**config.mk**
```make
export PLATFORM = sky130hd
export DESIGN_NAME = fwd_hazard_unit
export DESIGN_NICKNAME = d
export VERILOG_FILES = /design/src/rtl/cpu_pkg.sv /design/src/rtl/fwd_mux.sv /design/src/rtl/fwd_hazard_unit.sv
export SDC_FILE = /design/constraint.sdc
export NUM_CORES = 1
export LEC_CHECK = 0
export ABC_CLOCK_PERIOD_IN_PS = 3200
export BUFFER_PORTS_ARGS = -buffer_cell sky130_fd_sc_hd__buf_2
export CORE_AREA = 2 2 151 153
export DETAILED_ROUTE_END_ITERATION = 6
export DIE_AREA = 0 0 153 155
export PLACE_DENSITY = 0.67
export RECOVER_POWER = 50
export REMOVE_ABC_BUFFERS = 1
export SETUP_SLACK_MARGIN = 0.1
export SLEW_MARGIN = 20
export SYNTH_ARGS = -nofsm -noshare
export SYNTH_HDL_FRONTEND = slang
export SYNTH_HIERARCHICAL = 1
export SYNTH_SLANG_ARGS = --single-unit
```
**constraint.sdc**
```tcl
create_clock -name clk -period 3.2 [get_ports clk]
set_input_delay 0 -clock clk [delete_from_list [all_inputs] [get_ports clk]]
set_output_delay 0 -clock clk [all_outputs]
set_load 0.05 [all_outputs]
```
**src/rtl/cpu_pkg.sv**
```systemverilog
// Shared pipeline definitions: write-data select encodings, default widths
// and the hazard-unit FSM state type.
package cpu_pkg;

  localparam int XLEN_DEF   = 32;
  localparam int REG_AW_DEF = 5;

  localparam logic [1:0] WDSEL_ALU  = 2'b00;
  localparam logic [1:0] WDSEL_LOAD = 2'b01;
  localparam logic [1:0] WDSEL_PC4  = 2'b10;
  localparam logic [1:0] WDSEL_IMM  = 2'b11;

  typedef enum logic [0:0] {
    RUN    = 1'b0,
    FREEZE = 1'b1
  } state_t;

endpackage

```
**src/rtl/fwd_mux.sv**
```systemverilog
// Single-operand forwarding selector. Priority: MEM, then WB, then the
// freeze hold register, then the register-file value. Index 0 never matches.
module fwd_mux #(
  parameter int XLEN   = 32,
  parameter int REG_AW = 5
) (
  input  logic [REG_AW-1:0] r,
  input  logic              mem_we,
  input  logic [REG_AW-1:0] mem_wR,
  input  logic              mem_is_ld,
  input  logic [XLEN-1:0]   mem_wd,
  input  logic [XLEN-1:0]   mem_rd,
  input  logic              wb_we,
  input  logic [REG_AW-1:0] wb_wR,
  input  logic [XLEN-1:0]   wb_wd,
  input  logic              hold_valid,
  input  logic [REG_AW-1:0] hold_wR,
  input  logic [XLEN-1:0]   hold_wd,
  input  logic [XLEN-1:0]   rdata,
  output logic [XLEN-1:0]   opnd
);

  logic r_nz;

  assign r_nz = (r != {REG_AW{1'b0}});

  // First matching producer wins; a MEM load supplies its load data.
  always_comb begin
    opnd = rdata;
    if (r_nz && mem_we && (mem_wR == r)) begin
      if (mem_is_ld) begin
        opnd = mem_rd;
      end else begin
        opnd = mem_wd;
      end
    end else if (r_nz && wb_we && (wb_wR == r)) begin
      opnd = wb_wd;
    end else if (r_nz && hold_valid && (hold_wR == r)) begin
      opnd = hold_wd;
    end else begin
      opnd = rdata;
    end
  end

endmodule

```
**src/rtl/fwd_hazard_unit.sv**
```systemverilog
// EX-stage forwarding, load-use bubble generation and multi-cycle load
// freeze control with a hold register for the WB result retired at freeze
// entry, plus saturating stall counters and a sticky freeze timeout flag.
module fwd_hazard_unit
  import cpu_pkg::*;
#(
  parameter int XLEN     = XLEN_DEF,
  parameter int REG_AW   = REG_AW_DEF,
  parameter int NSRC     = 2,
  parameter int WAIT_MAX = 15,
  parameter int CNT_W    = 32
) (
  input  logic                   clk,
  input  logic                   rst,
  input  logic [NSRC*REG_AW-1:0] id_rR,
  input  logic [NSRC-1:0]        id_re,
  input  logic                   ex_we,
  input  logic [REG_AW-1:0]      ex_wR,
  input  logic [1:0]             ex_WDSel,
  input  logic [NSRC*REG_AW-1:0] ex_rR,
  input  logic [NSRC*XLEN-1:0]   ex_rdata,
  input  logic                   mem_we,
  input  logic [REG_AW-1:0]      mem_wR,
  input  logic [1:0]             mem_WDSel,
  input  logic [XLEN-1:0]        mem_wd,
  input  logic [XLEN-1:0]        mem_rd,
  input  logic                   mem_rd_valid,
  input  logic                   wb_we,
  input  logic [REG_AW-1:0]      wb_wR,
  input  logic [XLEN-1:0]        wb_wd,
  output logic [NSRC*XLEN-1:0]   ex_opnd,
  output logic                   stall_pc,
  output logic                   stall_ifid,
  output logic                   flush_idex,
  output logic                   freeze,
  output logic [CNT_W-1:0]       lu_cnt,
  output logic [CNT_W-1:0]       frz_cnt,
  output logic                   err_timeout
);

  localparam int WC_W = $clog2(WAIT_MAX + 1);
  localparam logic [WC_W-1:0]  WAIT_LIM = WC_W'(WAIT_MAX);
  localparam logic [WC_W-1:0]  WC_ONE   = WC_W'(1);
  localparam logic [CNT_W-1:0] CNT_ONE  = CNT_W'(1);
  localparam logic [CNT_W-1:0] CNT_MAX  = {CNT_W{1'b1}};

  state_t            state, state_nxt;
  logic              hold_valid, hold_valid_nxt;
  logic [REG_AW-1:0] hold_wR, hold_wR_nxt;
  logic [XLEN-1:0]   hold_wd, hold_wd_nxt;
  logic [WC_W-1:0]   wait_cnt, wait_nxt;
  logic              err_nxt;
  logic              mem_is_ld;
  logic              ex_is_ld;
  logic              lu_hit;

  assign mem_is_ld  = mem_we && (mem_WDSel == WDSEL_LOAD);
  assign ex_is_ld   = ex_we && (ex_WDSel == WDSEL_LOAD) && (ex_wR != {REG_AW{1'b0}});
  assign freeze     = mem_is_ld && !mem_rd_valid;
  assign stall_pc   = freeze || lu_hit;
  assign stall_ifid = freeze || lu_hit;
  assign flush_idex = lu_hit && !freeze;

  // Load in EX whose destination is read by any enabled ID operand.
  always_comb begin
    lu_hit = 1'b0;
    for (int i = 0; i < NSRC; i++) begin
      lu_hit = lu_hit | (ex_is_ld && id_re[i] && (id_rR[i*REG_AW +: REG_AW] == ex_wR));
    end
  end

  // Per-operand forwarding selectors.
  for (genvar g = 0; g < NSRC; g++) begin : g_fwd
    fwd_mux #(
      .XLEN   (XLEN),
      .REG_AW (REG_AW)
    ) u_fwd_mux (
      .r          (ex_rR[g*REG_AW +: REG_AW]),
      .mem_we     (mem_we),
      .mem_wR     (mem_wR),
      .mem_is_ld  (mem_is_ld),
      .mem_wd     (mem_wd),
      .mem_rd     (mem_rd),
      .wb_we      (wb_we),
      .wb_wR      (wb_wR),
      .wb_wd      (wb_wd),
      .hold_valid (hold_valid),
      .hold_wR    (hold_wR),
      .hold_wd    (hold_wd),
      .rdata      (ex_rdata[g*XLEN +: XLEN]),
      .opnd       (ex_opnd[g*XLEN +: XLEN])
    );
  end

  // Freeze FSM next state, hold capture, wait counter and timeout flag.
  always_comb begin
    state_nxt      = state;
    hold_valid_nxt = hold_valid;
    hold_wR_nxt    = hold_wR;
    hold_wd_nxt    = hold_wd;
    wait_nxt       = wait_cnt;
    case (state)
      RUN: begin
        if (freeze) begin
          state_nxt      = FREEZE;
          hold_valid_nxt = wb_we && (wb_wR != {REG_AW{1'b0}});
          hold_wR_nxt    = wb_wR;
          hold_wd_nxt    = wb_wd;
          wait_nxt       = WC_ONE;
        end else begin
          state_nxt = RUN;
        end
      end
      FREEZE: begin
        if (freeze) begin
          if (wait_cnt < WAIT_LIM) begin
            wait_nxt = wait_cnt + WC_ONE;
          end else begin
            wait_nxt = wait_cnt;
          end
        end else begin
          state_nxt      = RUN;
          hold_valid_nxt = 1'b0;
          wait_nxt       = {WC_W{1'b0}};
        end
      end
      default: begin
        state_nxt      = RUN;
        hold_valid_nxt = 1'b0;
        wait_nxt       = {WC_W{1'b0}};
      end
    endcase
    if (freeze && (wait_nxt >= WAIT_LIM)) begin
      err_nxt = 1'b1;
    end else begin
      err_nxt = err_timeout;
    end
  end

  // State, hold register, wait counter and sticky timeout flag.
  always_ff @(posedge clk or posedge rst) begin
    if (rst) begin
      state       <= RUN;
      hold_valid  <= 1'b0;
      hold_wR     <= {REG_AW{1'b0}};
      hold_wd     <= {XLEN{1'b0}};
      wait_cnt    <= {WC_W{1'b0}};
      err_timeout <= 1'b0;
    end else begin
      state       <= state_nxt;
      hold_valid  <= hold_valid_nxt;
      hold_wR     <= hold_wR_nxt;
      hold_wd     <= hold_wd_nxt;
      wait_cnt    <= wait_nxt;
      err_timeout <= err_nxt;
    end
  end

  // Saturating load-use bubble and freeze-cycle counters.
  always_ff @(posedge clk or posedge rst) begin
    if (rst) begin
      lu_cnt  <= {CNT_W{1'b0}};
      frz_cnt <= {CNT_W{1'b0}};
    end else begin
      if (flush_idex && (lu_cnt != CNT_MAX)) begin
        lu_cnt <= lu_cnt + CNT_ONE;
      end else begin
        lu_cnt <= lu_cnt;
      end
      if (freeze && (frz_cnt != CNT_MAX)) begin
        frz_cnt <= frz_cnt + CNT_ONE;
      end else begin
        frz_cnt <= frz_cnt;
      end
    end
  end

endmodule

```
==> flow_metrics.py, run 1 <==
metrics = {
    "final_layout": {
        "fin_nets": 1502,
        "num-fill-cells": 2136,
        "layout-drive-gt1-share": 0.390,
        "area_growth_pct": 30.2,
    },
    "synth": {
        "synthCells": 943,
        "synth_warnings": 6,
        "ys.flop_type": "dfrtp_1",
        "ys_types": 49,
        "ys_async_sr_fraction": 1.00,
        "synth_edf_count": 0,
        "yosys_register_bits": 108,
        "syn_area_per_cell_sq_um": 9.25,
        "syn_area_sq_mm": 0.00872,
        "synth-seq-area-share": 0.310,
    },
    "placement": {
        "port_buffers": 339,
        "routabilityCongestion": 0.879,
        "dpl.hpwl_mm": 22.2,
    },
    "sta": {
        "tightest_slew_ns": 1.39,
        "timing.fmax_ghz": 0.354,
        "setup_viol": 0,
        "hold_slack_ns": 0.0351,
        "finalCritPeriodShare": 0.882,
        "finalHoldViolCount": 0,
        "rsz0062_at_grt": "no",
        "layout_min_cycle_time_ns": 2.82,
        "maxSlewHeadroom": 0.0701,
        "slew_viol_final": 0,
        "worst_clock_skew_ns": 0.0121,
    },
    "clock_tree": {
        "cts_max_level": 3,
        "postCtsSetupRepairBufs": 0,
        "cts.repair.resized": 0,
        "cts.clk_slew.worst_paths_ns": 0.09,
        "clock_latency_ns": 0.36,
        "cts_buffer_depth": 2,
        "cts_tree": "yes",
        "cts_sinks": 108,
        "cts_buffers": 9,
        "cts_root_buf": "clkbuf_16",
    },
    "worst_setup_path": {
        "worst_ep_arrival_time_ns": 2.82,
        "critical_path_required_ns": 3.20,
        "worst-path-max-fanout": 28,
        "critical_path_class": "reg -> out",
        "cp-start-kind": "flip-flop",
        "worstSetupEndpointType": "output port",
    },
    "pwr": {
        "power.leakage_nw": 5.08,
        "p_int_w": 0.00269,
        "comb_power_share": 0.361,
        "switching_power_w": 0.00169,
        "p_seq_frac": 0.372,
        "p_sw_frac": 0.385,
        "power_frac_clock": 0.267,
        "ir_worst_vdd_mv": 0.239,
        "power_density_mw_per_mm2": 385,
        "design_power_total_w": 0.00438,
    },
    "floorplan": {
        "core-area_sq_mm": 0.0222,
        "start_util": 0.392,
        "chipHeight_microns": 155,
        "die_area_sq_mm": 0.0237,
        "die_w_microns": 153,
        "num_rows": 55,
        "io_pins": 340,
    },
    "route": {
        "drtAntennaViolNets": 0,
        "viasPerCell": 5.64,
        "dr.pass1.iters": 5,
        "drt_first_iter_violations": 498,
        "totalWireLength_mm": 30.3,
        "vias": 8946,
        "drc": 0,
        "wl_per_cell_microns": 19.1,
    },
    "worst_hold_path": {
        "min_path_type": "in -> reg",
    },
    "grt": {
        "grt_start_max_net_pins": 66,
        "grt_pass1_wl_mm": 47.2,
        "overflow": 0,
        "antenna_found_initial": 7,
        "grt_usage": 0.248,
        "grt_pass1_vias": 8681,
    },
    "run_status": {
        "run_status": "finished, final reports clean",
    },
    "job": {
        "maxCapViolCount": 0,
    },
}
logic make-up after synthesis:
group | synth area share
AOI/OAI and AO/OA | 0.182
muxes | 0.134
adders and majority gates | 0.00574
buffers and inverters | 0.0468
DFF | 0.310
and+or+nand+nor | 0.224
xor gates and xnor gates | 0.0974
power groups by stage:
stage               registers [W]  clock network (W)  logic, W
CTS                       0.00162            0.00120   0.00159
floorplan                 0.00171                  0  0.000948
detailed placement        0.00165                  0   0.00155
global route              0.00165            0.00125   0.00168
finish                    0.00163            0.00117   0.00158
global placement          0.00164                  0   0.00154
path summary, 6_finish.rpt:
path,from,to,slack [ns],cells past startpoint
min in group asynchronous,rst,lu_cnt[17],0.57,3
setup reg to reg,frz_cnt[3],frz_cnt[1],0.83,5
hold reg to reg,err_timeout,err_timeout,0.48,1
hold / removal,wb_we,hold_valid,0.04,4
setup / recovery,hold_wR[3],ex_opnd[47],0.38,7
max in group asynchronous,rst,hold_wd[4],0.76,4
through the flow:
stage / utilization / setup WS, ns / area, sq um / std cells / setup TNS (ns)
6_report: 0.511 / 0.377 / 11400 / 1587 / 0
5_1_grt: 0.511 / 0.244 / 11400 / 1584 / 0
4_1_cts: 0.515 / 0.391 / 11500 / 1581 / 0
3_5_place_dp: 0.484 / 0.792 / 10800 / 1527 / 0
3_3_place_gp: 0.484 / 0.793 / 10800 / 1527 / 0
2_1_floorplan: - / -0.563 / 8380 / 876 / -36.02
worst max-delay path, cell delays in order, from the launching register on:
cell      delay, ns
dfrtp_1        0.43
xnor2_1        0.14
nand3_1        0.16
a211o_2        0.72
buf_4          0.30
a221oi_2       0.08
o31ai_1        0.29
buf_2          0.31
flip-flops by register name, indices dropped and copies added (netlist names):
register	cells
err_timeout	1
lu_cnt	32
hold_valid	1
hold_wd	32
wait_cnt	4
hold_wR	5
state	1
frz_cnt	32
cell usage after synthesis (2+ instances only):
| library cell | n | area share |
|---|---|---|
| and4_1 | 6 | 0.0060 |
| nand3b_1 | 2 | 0.0017 |
| and3_2 | 2 | 0.0017 |
| a21oi_2 | 2 | 0.0020 |
| ha_1 | 4 | 0.0057 |
| xor2_1 | 46 | 0.046 |
| nand4_1 | 12 | 0.0086 |
| nor4_2 | 2 | 0.0029 |
| buf_2 | 14 | 0.0080 |
| o22ai_1 | 3 | 0.0022 |
| a211oi_2 | 2 | 0.0029 |
| buf_4 | 9 | 0.0077 |
| or3_4 | 2 | 0.0026 |
| mux2_2 | 103 | 0.13 |
| a221oi_1 | 4 | 0.0040 |
| buf_6 | 6 | 0.0077 |
| inv_1 | 16 | 0.0069 |
| nor2_1 | 96 | 0.041 |
| a211o_1 | 2 | 0.0020 |
| and2_1 | 3 | 0.0022 |
| or4_1 | 3 | 0.0026 |
| xnor2_1 | 51 | 0.051 |
| dfrtp_1 | 108 | 0.31 |
| or3_1 | 3 | 0.0022 |
| o21ai_1 | 2 | 0.0011 |
| nor4_1 | 8 | 0.0057 |
| or2_1 | 2 | 0.0014 |
| and3_1 | 72 | 0.052 |
| a221oi_2 | 60 | 0.10 |
| nand2_1 | 108 | 0.046 |
| o31ai_1 | 64 | 0.055 |
| or2_2 | 2 | 0.0014 |
| nor3_1 | 27 | 0.015 |
| clkbuf_1 | 38 | 0.016 |
| o21ai_0 | 7 | 0.0040 |
| nand4_2 | 2 | 0.0029 |
| nand3_1 | 38 | 0.022 |
layout make-up:
type / instances / area (sq um) / share of cell area
Tap cell: 285 / 357 / 0.0314
Multi-Input combinational cell: 752 / 5700 / 0.502
Antenna cell: 6 / 15.0 / 0.00132
Clock buffer: 10 / 239 / 0.0210
Clock inverter: 6 / 62.6 / 0.00551
Timing Repair Buffer: 404 / 2230 / 0.196
Inverter: 16 / 60.1 / 0.00529
Sequential cell: 108 / 2700 / 0.238
cells in the final DEF (no fill, tap or decap), types with 8 or more instances in the layout:
cell,count
clkbuf_16,9
xor2_1,46
nor3_1,27
xnor2_1,47
buf_4,22
o31ai_1,64
dfrtp_1,108
clkbuf_1,69
nand2_1,108
nor4_1,8
and3_1,70
dlygate4sd3_1,38
nand3_1,36
nor2_1,95
mux2_2,103
nand4_1,12
inv_1,15
a221oi_2,60
buf_2,271
per-layer routing:
| layer | track usage | vias up | part of all wire | wire, microns |
|---|---|---|---|---|
| met3 | 0.0543 | 62 | 0.077 | 2330 |
| li1 | - | 4182 | - | - |
| met1 | 0.309 | 4294 | 0.41 | 12400 |
| met2 | 0.419 | 406 | 0.48 | 14500 |
| met5 | 0 | - | 0.00043 | 13 |
| met4 | 0.104 | 2 | 0.036 | 1100 |
timing repair:
item	CTS	global route
hold endpoints to repair	102	0
hold buffers	38	0
setup endpoints to repair	0	0
Power figures use the tool's default switching activity.
==> run 2, diff against run 1 <==
- ABC_AREA: not set -> 1
- CORE_AREA: 2 2 151 153 -> 2 2 171 173
- DIE_AREA: 0 0 153 155 -> 0 0 173 175
- PLACE_DENSITY: 0.67 -> not set
==> run 2 against run 1 <==
Compared with the run above: the run now ends with capacitance limit, slew limit left; critical path depth up 5; final area rose by 19%; power decreased by 5.2%; synthesized cell count increased by 84%; sequential cell count did not move; combinational power shrank 9%; clock power fell by 7%; wire length up 26%; largest power group unchanged.
==> flow_metrics.py, run 2 <==
metrics = {
    "route": {
        "vias": 12000,
        "drc": 0,
        "viasPerCell": 4.89,
        "drt_first_iter_violations": 758,
        "totalWireLength_mm": 38.0,
        "drtAntennaViolNets": 0,
        "wl_per_cell_microns": 15.5,
        "dr.pass1.iters": 5,
    },
    "worst_setup_path": {
        "cp-start-kind": "primary input",
        "worst_ep_arrival_time_ns": 2.64,
        "critical_path_class": "in -> out",
        "critical_path_required_ns": 3.20,
        "worst-path-max-fanout": 33,
        "rrSetupSlack_ns": 0.99,
        "worstSetupEndpointType": "output port",
        "ff2ff_path_depth": 10,
        "rr_startpoint": "frz_cnt[0]",
        "reg2reg_to": "frz_cnt[23]",
    },
    "grt": {
        "antenna_found_initial": 5,
        "overflow": 0,
        "grt_start_max_net_pins": 72,
        "grt_usage": 0.251,
        "grt_pass1_vias": 12100,
        "grt_pass1_wl_mm": 61.7,
    },
    "placement": {
        "dpl.hpwl_mm": 28.6,
        "routabilityCongestion": 0.925,
        "numPlacedInstances": 2403,
        "port_buffers": 339,
        "place_area_sq_mm": 0.0130,
    },
    "floorplan": {
        "num_rows": 62,
        "chipHeight_microns": 175,
        "io_pins": 340,
        "core-area_sq_mm": 0.0284,
        "die_w_microns": 173,
        "die_area_sq_mm": 0.0303,
        "start_util": 0.396,
    },
    "sta": {
        "worst_clock_skew_ns": 0.00724,
        "slew_viol_final": 72,
        "layout_min_cycle_time_ns": 2.64,
        "setup_viol": 0,
        "tightest_slew_ns": 1.52,
        "timing.fmax_ghz": 0.378,
        "finalCritPeriodShare": 0.826,
        "finalHoldViolCount": 0,
        "rsz0062_at_grt": "no",
        "maxSlewHeadroom": -0.0152,
    },
    "pwr": {
        "switching_power_w": 0.00162,
        "power_density_mw_per_mm2": 306,
        "ir_worst_vdd_mv": 0.229,
        "power_frac_clock": 0.263,
        "p_seq_frac": 0.393,
        "p_sw_frac": 0.390,
        "power.leakage_nw": 7.42,
        "p_int_w": 0.00253,
        "comb_power_share": 0.344,
    },
    "final_layout": {
        "instances_no_fill": 2461,
        "post-route-util": 0.478,
        "final_cell_mix": "nand2_1, buf_2, inv_1",
        "final_common_cell": "nand2_1",
        "area_growth_pct": 20.5,
        "top_regs": "frz_cnt: 32 flops, hold_wd: 32 flops, lu_cnt: 32 flops",
        "layout-drive-gt1-share": 0.276,
        "fin_nets": 2279,
        "final_area_sq_mm": 0.0136,
        "num-fill-cells": 3033,
    },
    "synth": {
        "synth-seq-area-share": 0.240,
        "synthTopCellsByCount": "nand2_1, inv_1, nand3_1, dfrtp_1, mux2_2",
        "ys.flop_type": "dfrtp_1",
        "synth_warnings": 6,
        "yosysMostFrequentCell": "nand2_1",
        "synth.top_cell.area_share": 0.240,
        "yosys_register_bits": 108,
        "synth_area_leaders": "dfrtp_1, nand2_1, mux2_2",
        "ys_async_sr_fraction": 1.00,
        "ys_types": 40,
        "synth_edf_count": 0,
        "syn_area_sq_mm": 0.0113,
        "syn_area_per_cell_sq_um": 6.48,
        "synthCells": 1736,
        "synth_area_leader_cell": "dfrtp_1",
    },
    "worst_hold_path": {
        "hold_depth": 2,
        "min_delay_worst_endpoint": "hold_wR[3]",
        "worstHoldStart": "wb_wR[3]",
        "min_path_type": "in -> reg",
    },
    "clock_tree": {
        "cts_hold_buf": 38,
        "cts_root_buf": "clkbuf_16",
        "cts_buffer_depth": 2,
        "cts.repair.resized": 0,
        "cts_max_level": 3,
        "cts_sinks": 108,
        "cts_tree": "yes",
        "cts.clk_slew.worst_paths_ns": 0.07,
        "clock_latency_ns": 0.35,
        "postCtsSetupRepairBufs": 0,
        "cts_buffers": 9,
    },
    "run_status": {
        "run_status": "finished, violations left",
        "violations": "capacitance limit, slew limit",
    },
    "job": {
        "maxCapViolCount": 1,
    },
}
[run 2: cell count changes after synthesis, moves of 14 or more]
cell	previous run	this run
nand3_1	38	158
nand2_2	0	64
xor2_1	46	25
clkbuf_1	38	8
xnor2_1	51	20
o31ai_1	64	0
nand2_1	108	709
buf_4	9	23
and3_1	72	0
inv_2	0	15
inv_1	16	204
buf_6	6	28
nand3_2	1	67
a221oi_2	60	0
[run 2: through the flow]
step | worst slack, ns | hold slack [ns] | TNS, ns | power, W
2_1_floorplan | -0.475 | 0.0885 | -30.42 | 0.00258
3_3_place_gp | 1.02 | 0.264 | 0 | 0.00303
3_5_place_dp | 1.01 | 0.268 | 0 | 0.00306
4_1_cts | 0.521 | 0.00861 | 0 | 0.00421
5_1_grt | 0.202 | 0.0607 | 0 | 0.00440
6_report | 0.556 | 0.0655 | 0 | 0.00415
[run 2: logic make-up (layout without fill, tap and decap cells)]
family | count (synthesis) | in the layout | share of synthesized area
compound gates | 16 | 16 | 0.00867
xor+xnor | 45 | 45 | 0.0350
mux | 100 | 100 | 0.100
fa+ha+maj | 4 | 4 | 0.00445
other cells | 0 | 5 | 0
flops | 108 | 108 | 0.240
simple gates | 1167 | 1167 | 0.485
buf+inv | 296 | 632 | 0.127
[run 2: worst max path at each step]
stage             endpoint       start  slack, ns  cells after the start
5_1_grt        hold_wd[14]         rst       0.20                      4
2_1_floorplan   ex_opnd[0]      mem_we      -0.48                      5
6_report       ex_opnd[32]    wb_wR[2]       0.56                     12
3_3_place_gp   frz_cnt[31]  frz_cnt[0]       1.02                     10
3_5_place_dp    frz_cnt[8]  frz_cnt[0]       1.01                     10
4_1_cts        ex_opnd[32]    wb_wR[1]       0.52                     11
[run 2: power groups by stage]
stage | logic, W | clock network, W | registers, W
4_1_cts | 0.00144 | 0.00114 | 0.00163
3_5_place_dp | 0.00140 | 0 | 0.00166
3_3_place_gp | 0.00138 | 0 | 0.00165
6_report | 0.00143 | 0.00109 | 0.00163
2_1_floorplan | 0.000895 | 0 | 0.00168
5_1_grt | 0.00156 | 0.00119 | 0.00165
[run 2: per-layer routing]
metal	routed length, microns	vias to the layer above	global-route usage
met5	0	-	0
met4	1440	0	0.114
met3	2130	87	0.0383
met2	18800	428	0.458
met1	15600	5453	0.288
li1	-	6056	-
[run 2: cell type report]
class / instances / area [sq um] / share of cell area
tap: 384 / 480 / 0.0354
multi-input combinational: 1332 / 7140 / 0.526
antenna: 5 / 12.5 / 0.000923
clock buffer: 10 / 229 / 0.0169
inverter: 224 / 843 / 0.0622
timing repair buffer: 393 / 2110 / 0.156
sequential: 108 / 2700 / 0.199
clock inverter: 5 / 45.0 / 0.00332
[run 2: critical path: stages]
cell and delay (ns):
dlygate4sd3_1 0.53, buf_2 0.16, inv_1 0.06, nand2_1 0.04
nand2_1 0.05, nand2_1 0.12, nor2_8 0.47, nand2_4 0.47
nand3_1 0.24, nand2_1 0.08, nand2_1 0.09, buf_2 0.27
